--- config.mk ---
export PLATFORM = sky130hd
export DESIGN_NAME = data_mem_arbiter
export DESIGN_NICKNAME = d
export VERILOG_FILES = /design/src/rtl/data_mem_arbiter.sv
export SDC_FILE = /design/constraint.sdc
export NUM_CORES = 1
export LEC_CHECK = 0
export ABC_AREA = 1
export BUFFER_PORTS_ARGS = -buffer_cell sky130_fd_sc_hd__buf_4
export CAP_MARGIN = 10
export CORE_MARGIN = 2
export CORE_UTILIZATION = 41
export DETAILED_ROUTE_END_ITERATION = 10
export PLACE_DENSITY = 0.91
export SYNTH_ARGS = -nofsm -noshare
export SYNTH_HDL_FRONTEND = slang
export SYNTH_SLANG_ARGS = --single-unit
--- constraint.sdc ---
create_clock -name CLK -period 3.95 [get_ports CLK]
set_clock_uncertainty 0.2 [all_clocks]
set_input_delay 0.1975 -clock CLK [delete_from_list [all_inputs] [get_ports CLK]]
set_output_delay 0.1975 -clock CLK [all_outputs]
set_load 0.01 [all_outputs]
--- src/rtl/data_mem_arbiter.sv ---
// Two-port arbiter/sequencer for a 256x8 single-port data memory (IDLE -> SERVE -> ACK).
// Define DATA_MEM_ARB_RR_EN for round-robin tie-break; otherwise port 0 has fixed priority.
module data_mem_arbiter (
  input  logic       CLK,
  input  logic       RST_N,
  input  logic       req0,
  input  logic       req1,
  input  logic [7:0] addr0,
  input  logic [7:0] addr1,
  input  logic [7:0] wdata0,
  input  logic [7:0] wdata1,
  input  logic       we0,
  input  logic       we1,
  output logic       ack0,
  output logic       ack1,
  output logic [7:0] rdata0,
  output logic [7:0] rdata1,
  output logic [7:0] mem_addr,
  output logic [7:0] mem_wdata,
  output logic       mem_we,
  input  logic [7:0] mem_rdata,
  output logic       busy,
  output logic       owner
);

  localparam logic [1:0] ST_IDLE  = 2'd0;
  localparam logic [1:0] ST_SERVE = 2'd1;
  localparam logic [1:0] ST_ACK   = 2'd2;

  logic [1:0] state_q, state_d;
  logic       owner_q, owner_d;
  logic [7:0] rdata0_q, rdata0_d;
  logic [7:0] rdata1_q, rdata1_d;

  logic       tieWinner;
  logic       winner;
  logic       serving;
  logic [7:0] selAddr;
  logic [7:0] selWdata;
  logic       selWe;

`ifdef DATA_MEM_ARB_RR_EN
  assign tieWinner = ~owner_q;
`else
  assign tieWinner = 1'b0;
`endif

  // A lone requester always wins; only a tie consults the configured policy.
  assign winner = (req0 && req1) ? tieWinner : req1;

  assign serving  = (state_q == ST_SERVE);
  assign selAddr  = owner_q ? addr1  : addr0;
  assign selWdata = owner_q ? wdata1 : wdata0;
  assign selWe    = owner_q ? we1    : we0;

  always_comb begin
    state_d = state_q;
    owner_d = owner_q;
    case (state_q)
      ST_IDLE: begin
        if (req0 || req1) begin
          owner_d = winner;
          state_d = ST_SERVE;
        end
      end
      ST_SERVE: state_d = ST_ACK;
      ST_ACK:   state_d = ST_IDLE;
      default:  state_d = ST_IDLE;
    endcase
  end

  // Read data is captured on the SERVE->ACK edge; writes leave the port's rdata alone.
  always_comb begin
    rdata0_d = rdata0_q;
    rdata1_d = rdata1_q;
    if (serving && !selWe) begin
      if (owner_q) rdata1_d = mem_rdata;
      else         rdata0_d = mem_rdata;
    end
  end

  always_ff @(posedge CLK or negedge RST_N) begin
    if (!RST_N) begin
      state_q  <= ST_IDLE;
      owner_q  <= 1'b1;
      rdata0_q <= 8'h00;
      rdata1_q <= 8'h00;
    end else begin
      state_q  <= state_d;
      owner_q  <= owner_d;
      rdata0_q <= rdata0_d;
      rdata1_q <= rdata1_d;
    end
  end

  // Memory strobes derive only from the state, so an async reset kills mem_we at once.
  assign mem_addr  = serving ? selAddr  : 8'h00;
  assign mem_wdata = serving ? selWdata : 8'h00;
  assign mem_we    = serving & selWe;

  assign ack0   = (state_q == ST_ACK) & ~owner_q;
  assign ack1   = (state_q == ST_ACK) &  owner_q;
  assign rdata0 = rdata0_q;
  assign rdata1 = rdata1_q;
  assign busy   = (state_q != ST_IDLE);
  assign owner  = owner_q;

endmodule

=== After elaboration in Yosys (flattened, before gate mapping) ===
Index checks and enable logic that the tools add are counted.

* Bits in registers: 19
* Output and inout port bits: 37
* Logic and storage cells: 28

* Eq/ne operators: 3
* Mux-type cells: 8
* Bitwise operators: 4
* Reductions and logical operators: 9

{| class="wikitable"
|+ Operators with widths
! operator !! number
|-
| $mux W8 || 4
|-
| $reduce_and A2 Y1 || 3
|-
| $pmux W2 S2 || 1
|-
| $and A1 B1 Y1 || 3
|-
| $eq A2 B1 Y1 const B || 1
|-
| $eq A2 B2 Y1 const B || 1
|-
| $logic_and A1 B1 Y1 || 2
|-
| $logic_not A2 Y1 || 1
|-
| $mux W1 || 2
|-
| $mux W2 || 1
|-
| $ne A2 B2 Y1 const B || 1
|-
| $reduce_bool A2 Y1 || 1
|-
| $logic_not A1 Y1 || 1
|-
| $logic_or A1 B1 Y1 || 1
|-
| $not A1 Y1 || 1
|}

=== Depth between registers and ports, before layout ===
Gate-level depths: netlist of the first run.

* Depth in word-level cells: 4
* Gate-level depth with buffers: 5
* Mapped depth without buffers: 5

=== Worst setup path before layout of the first run ===
OpenSTA, ideal clock, no wires.

* Path type: reg2out
* Start point: reg owner_q, in the netlist owner
* End point: out mem_addr[5]
* Data arrival time: 1.190 ns
* Required time: 3.553 ns
* Path slack: 2.362 ns
* Cell stages (with the launch flop): 5
* Buffers on the path: 2
* Cells stage by stage: dfstp_2 -> buf_4 -> buf_2 -> nand2_1 -> a21oi_1

* Longest elaborated chain between the ends: 2

{| class="wikitable"
|+ RTL lines
! what !! line !! source
|-
| from (decl) || 31 || <nowiki>logic owner_q, owner_d;</nowiki>
|-
| from (signal assigned) || 90 || <nowiki>owner_q <= owner_d;</nowiki>
|-
| $mux W8 || 52 || <nowiki>assign selAddr = owner_q ? addr1 : addr0;</nowiki>
|-
| $mux W8 || 97 || <nowiki>assign mem_addr = serving ? selAddr : 8'h00;</nowiki>
|-
| to (decl) || 18 || <nowiki>output logic [7:0] mem_addr,</nowiki>
|}

No other way between the ends.

=== Worst setup path in the final report of the first run ===
* Start point: reg owner_q, in the netlist owner
* End point: out mem_we

* Longest elaborated chain between the ends: 2

{| class="wikitable"
|+ RTL lines
! what !! line !! source
|-
| $mux W1 || 54 || <nowiki>assign selWe = owner_q ? we1 : we0;</nowiki>
|-
| $and A1 B1 Y1 || 99 || <nowiki>assign mem_we = serving & selWe;</nowiki>
|-
| to (decl) || 20 || <nowiki>output logic mem_we,</nowiki>
|}

No other way between the ends.

==> results of run 1 <==
-- sequential cells by signal, indices dropped and copies added, names as in the netlist --
| register | count |
|---|---|
| rdata0 | 8 |
| rdata1 | 8 |
| state_q | 2 |
| owner | 1 |
-- worst min-delay path, stage by stage --
cell,delay [ns]
buf_4,0.09
nor2_4,0.06
nand3_1,0.08
nand2_1,0.05
-- per-stage QoR --
step	utilization	cells	power [uW]	worst slack, ns	cell area, sq um
global placement	0.681	249	1050	2.11	1660
global route	0.741	265	1280	1.64	1800
CTS	0.741	265	1180	1.74	1800
detailed placement	0.681	249	1070	2.07	1660
floorplan	-	142	752	2.36	1040
finish	0.741	265	1180	1.73	1800
-- power by group through the flow --
stage | registers [uW] | logic [uW] | clock network (uW)
after global routing | 403 | 774 | 105
after detailed placement | 393 | 680 | 0
final | 390 | 697 | 94.4
after floorplan | 395 | 357 | 0
after CTS | 389 | 695 | 97.1
after global placement | 387 | 663 | 0
-- layout make-up --
class                      count  area (sq um)
clock buffer                   4          26.3
fill                         181           629
inverter                       7          26.3
multi-input combinational    111           500
sequential                    19           477
tap                           30          37.5
timing repair buffer          94           736
-- routing by layer --
metal / GRT usage / share of wire / vias to the layer above
li1: - / - / 640
met1: 0.276 / 0.38 / 594
met2: 0.378 / 0.56 / 44
met3: 0.0464 / 0.049 / 4
met4: 0.0667 / 0.013 / 0
met5: 0 / 0 / -
-- cells by family (layout without fill, tap and decap cells) --
group           count (synthesis)  count (layout)  share of synthesized area
compound gates                 16              16                     0.0770
buf+inv                        12             105                     0.0602
simple gates                   95              95                      0.404
flops                          19              19                      0.458
-- placed cells by master (no fill, tap or decap) --
master          n
a21oi_1        16
nor3_1          3
dfstp_2         1
inv_1           5
clkbuf_4        3
inv_2           2
nand2_2         3
clkbuf_1        1
nor2_8          1
dfrtp_1        18
nand3_1        17
nor2_4          2
nand2_1        68
nor2_1          1
dlygate4sd3_1  12
buf_4          82
-- repair_timing --
item | 4_1_cts | 5_1_grt
hold buffers | 12 | 0
setup endpoints to repair | 0 | 0
endpoints found under the hold margin | 37 | 0
-- worst max-delay path by stage --
stage | start | end | slack [ns] | cells past startpoint
5_1_grt | owner$_DFFE_PN1P_ | mem_we | 1.64 | 4
2_1_floorplan | owner$_DFFE_PN1P_ | mem_addr[5] | 2.36 | 4
3_3_place_gp | owner$_DFFE_PN1P_ | mem_we | 2.11 | 4
4_1_cts | owner$_DFFE_PN1P_ | mem_we | 1.74 | 4
6_report | owner$_DFFE_PN1P_ | mem_we | 1.73 | 4
3_5_place_dp | owner$_DFFE_PN1P_ | mem_we | 2.07 | 4
==> impl_metrics.toml, run 1 <==
[sta]
rsz0062_at_grt = "no"
slew_violations = 0
fmax_ghz = 0.450
whs_ns = 0.00641
tightest_slew_ns = 0.402
maxSlewHeadroom = 0.732
fin_crit_ns = 2.22
period_share = 0.563
fin_tns_setup_ns = 0
setup_viol = 0
hold_violations = 0

[clock_network]
clockBufferDepth = 2
cts.htree.levels = 1
postCtsResizedCells = 0
cts_tree = "built"
postCtsSetupBuffers = 0
root_buffer = "clkbuf_4"
insertion_delay_ns = 0.29
clock-sinks = 19
clk_pin_slew_ns = 0.10
numCtsBuffers = 3

[route]
antenna_left = 0
vias = 1282
first_pass_iters = 4
avgRoutedWirePerCell_um = 12.6
drt_iter0_drc = 43
routed_via_density = 4.84
routed_wl_mm = 3.35
drc_errors = 0

[global_route]
grt_pass1_wl_mm = 4.74
antenna_found_initial = 0
overflow = 0
track_usage = 0.220
grt_start_max_net_pins = 22
grt_pass1_vias = 1068

[cells_and_area]
area_delta_synth_final_pct = 73.4
diodes = 0
drive_gt1_frac = 0.400
fin_nets = 282

[synth]
avgSynthCellArea_sq_um = 7.32
synth_seq_cells = 19
synthCells = 142
yosys_warnings = 0
yosys.area.top_type = "dfrtp_1"
yosysMostFrequentCell = "nand2_1"
syn_area_sq_um = 1040
syn-num-nets = 188
synthTopCellsByArea = "dfrtp_1, nand2_1, nand3_1"
synth-main-ff-cell = "dfrtp_1"
synth_common_cells = "nand2_1, dfrtp_1, nand3_1"
synth_top_cell_area_share = 0.433
synth_edf_count = 0
async_flop_share = 1.00
synth.distinct_cells = 15
yosysSeqAreaShare = 0.458

[power_and_ir_drop]
power_switching_uw = 528
swShare = 0.447
combPwrFrac = 0.590
seq_power_share = 0.330
power_density_nw_per_um2 = 655
p_int_uw = 653
leakagePower_uw = 0.00100
max-vdd-ir-drop_v = 0.000400
clkPwrFrac = 0.080

[critical_path]
r2r-end = "rdata1[5]$_DFFE_PN0P_"
r2r_start = "owner$_DFFE_PN1P_"
critPathTopFamily = "flip-flops"
reg2reg_depth = 5
r2r_setup_slack_ns = 2.01
critical_path.endpoint_type = "output port"
crit_fanout = 21
path_class = "reg2out"
critPathLaunchType = "flop"
cp_slowest_stage_delay_ns = 0.79
path_buf_inv = 2
cp_slowest_cell = "dfstp_2"
cp_data_arrival_time_ns = 1.82
crit_chain = "inv_2 -> nor2_4 -> nor3_1 -> buf_4"
cp.required_ns = 3.55

[die]
die_w_um = 54.4
start_util = 0.427
io_pins = 83
core_area_sq_um = 2430
die_h_um = 54.4
rows = 18
die-area_sq_um = 2960

[min_path]
hold_start = "we1"
hold_depth = 4
hp-class = "in2reg"
min_to = "rdata1[1]$_DFFE_PN0P_"

[run]
cap_viol_max_count = 0

[place]
finalWeightedCongestion = 0.821
hpwlAfterDp_mm = 2.45
numPortBuffers = 82

[outcome]
run_status = "finished clean"
Note: power is estimated with default switching activity, not from simulation.
==> inputs of run 2 (changes only) <==
Settings changed: CORE_UTILIZATION 41 to 35, PLACE_DENSITY 0.91 to 0.84.
Clock period 3.95 ns to 2 ns, I/O delays scaled along.
==> run 2 against run 1 <==
- power rose by 100%
- sequential power rose by 81%
- largest cell class unchanged
- via count rose by 3.0%
- sequential share of layout area fell by 1.2 points
- critical endpoint is now rdata1[2]$_DFFE_PN0P_
==> impl_metrics.toml, run 2 (synthesis results as in run 1) <==
[outcome]
run_status = "finished clean"

[cells_and_area]
area_delta_synth_final_pct = 81.3
design_area_sq_um = 1890
drive_gt1_frac = 0.398
nFillCells = 237
regArea_sq_um = 477
fin_nets = 291
layout_commonest_cell = "buf_4"
multi_input_area_sq_um = 507
diodes = 0
layout_common_cells = "buf_4, nand2_1, dlygate4sd3_1, dfrtp_1, nand3_1"

[clock_network]
postCtsResizedCells = 0
clockBufferDepth = 2
insertion_delay_ns = 0.29
root_buffer = "clkbuf_4"
cts_tree = "built"
clock-sinks = 19
cts.htree.levels = 1
numCtsBuffers = 3
clk_pin_slew_ns = 0.10

[sta]
setup_viol = 0
fin_tns_setup_ns = 0
period_share = 0.957
fin_crit_ns = 1.91
tightest_slew_ns = 0.341
setup_slack_ns = 0.0868
rsz0062_at_grt = "no"
fmax_ghz = 0.523
maxSlewHeadroom = 0.772
slew_violations = 0
hold_violations = 0

[critical_path]
cp_data_arrival_time_ns = 1.95
cp_slowest_cell = "dlygate4sd3_1"
critical_path.endpoint_type = "flop"
crit_fanout = 19
crit_chain = "inv_2 -> nor2_4 -> nand3_1 -> dlygate4sd3_1 -> nand2_1"
path_class = "reg2reg"
cp_slowest_stage_delay_ns = 0.60
critPathLaunchType = "flop"
reg2reg_depth = 5
cp.required_ns = 2.04

[power_and_ir_drop]
leakagePower_uw = 0.00103
power_density_nw_per_um2 = 1250
power_uw = 2360
max-vdd-ir-drop_v = 0.000877

[die]
io_pins = 83
rows = 19
core_area_sq_um = 2780
die-area_sq_um = 3420
die_h_um = 58.5
start_util = 0.374
die_w_um = 58.5

[route]
antenna_left = 0
routed_wl_mm = 3.45
avgRoutedWirePerCell_um = 12.5
drc_errors = 0
drt_iter0_drc = 57
routed_via_density = 4.80
vias = 1321
first_pass_iters = 5

[global_route]
track_usage = 0.194
grt_pass1_wl_mm = 5.13
grt_start_max_net_pins = 21
antenna_found_initial = 0
overflow = 0
grt_pass1_vias = 1144

[place]
placed_area_sq_um = 1670
finalWeightedCongestion = 0.784
numPortBuffers = 82
hpwlAfterDp_mm = 2.37
preCtsSetupSlack_ns = 0.473

[run]
cap_viol_max_count = 0

[min_path]
hp-class = "in2async"
## run 2: worst max-delay path: cells and delay by family, from the launching register on
family / cells / cell delay (ns)
buffers and inverters: 2 / 0.74
and+or+nand+nor: 3 / 0.38
DFF: 1 / 0.55
## run 2: stage by stage
step                       util  hold slack, ns  instances
after global routing      0.678          0.0417        275
after floorplan               -          -0.396        142
after detailed placement  0.599          -0.219        251
after CTS                 0.673         0.00441        273
final                     0.678          0.0194        275
after global placement    0.599          -0.220        251
## run 2: path summary, 6_finish.rpt
path / start / endpoint / slack, ns
max: owner$_DFFE_PN1P_ / rdata1[2]$_DFFE_PN0P_ / 0.09
min: RST_N / rdata1[5]$_DFFE_PN0P_ / 0.02
max reg2reg: owner$_DFFE_PN1P_ / rdata1[2]$_DFFE_PN0P_ / 0.09
min reg2reg: rdata0[5]$_DFFE_PN0P_ / rdata0[5]$_DFFE_PN0P_ / 0.28
max in group asynchronous: RST_N / owner$_DFFE_PN1P_ / 1.32
min in group CLK: rdata0[5]$_DFFE_PN0P_ / rdata0[5]$_DFFE_PN0P_ / 0.28
## run 2: what timing repair did
| action | in CTS | in global routing |
|---|---|---|
| hold endpoints to repair | 37 | 0 |
| hold buffers | 18 | 0 |
| buffers inserted | 0 | 1 |
| endpoints found under the setup margin | 0 | 3 |
## run 2: final cells by class
class | count | area share
sequential | 19 | 0.253
inverter | 7 | 0.0139
tap | 31 | 0.0206
multi-input combinational | 112 | 0.269
clock buffer | 4 | 0.0139
timing repair buffer | 102 | 0.430
## run 2: report_power, final
group | internal, uW | leakage (uW) | switching (uW) | total (uW)
logic | 668 | 0.000777 | 807 | 1470
clock network | 77.6 | 0.0000150 | 106 | 184
registers | 577 | 0.000237 | 127 | 704
## run 2: metal layers
metal | vias up | share of wire | GRT usage
met5 | - | 0 | 0
met4 | 0 | 0.016 | 0.0664
met3 | 6 | 0.043 | 0.0330
met2 | 42 | 0.56 | 0.340
met1 | 614 | 0.38 | 0.241
li1 | 659 | - | -
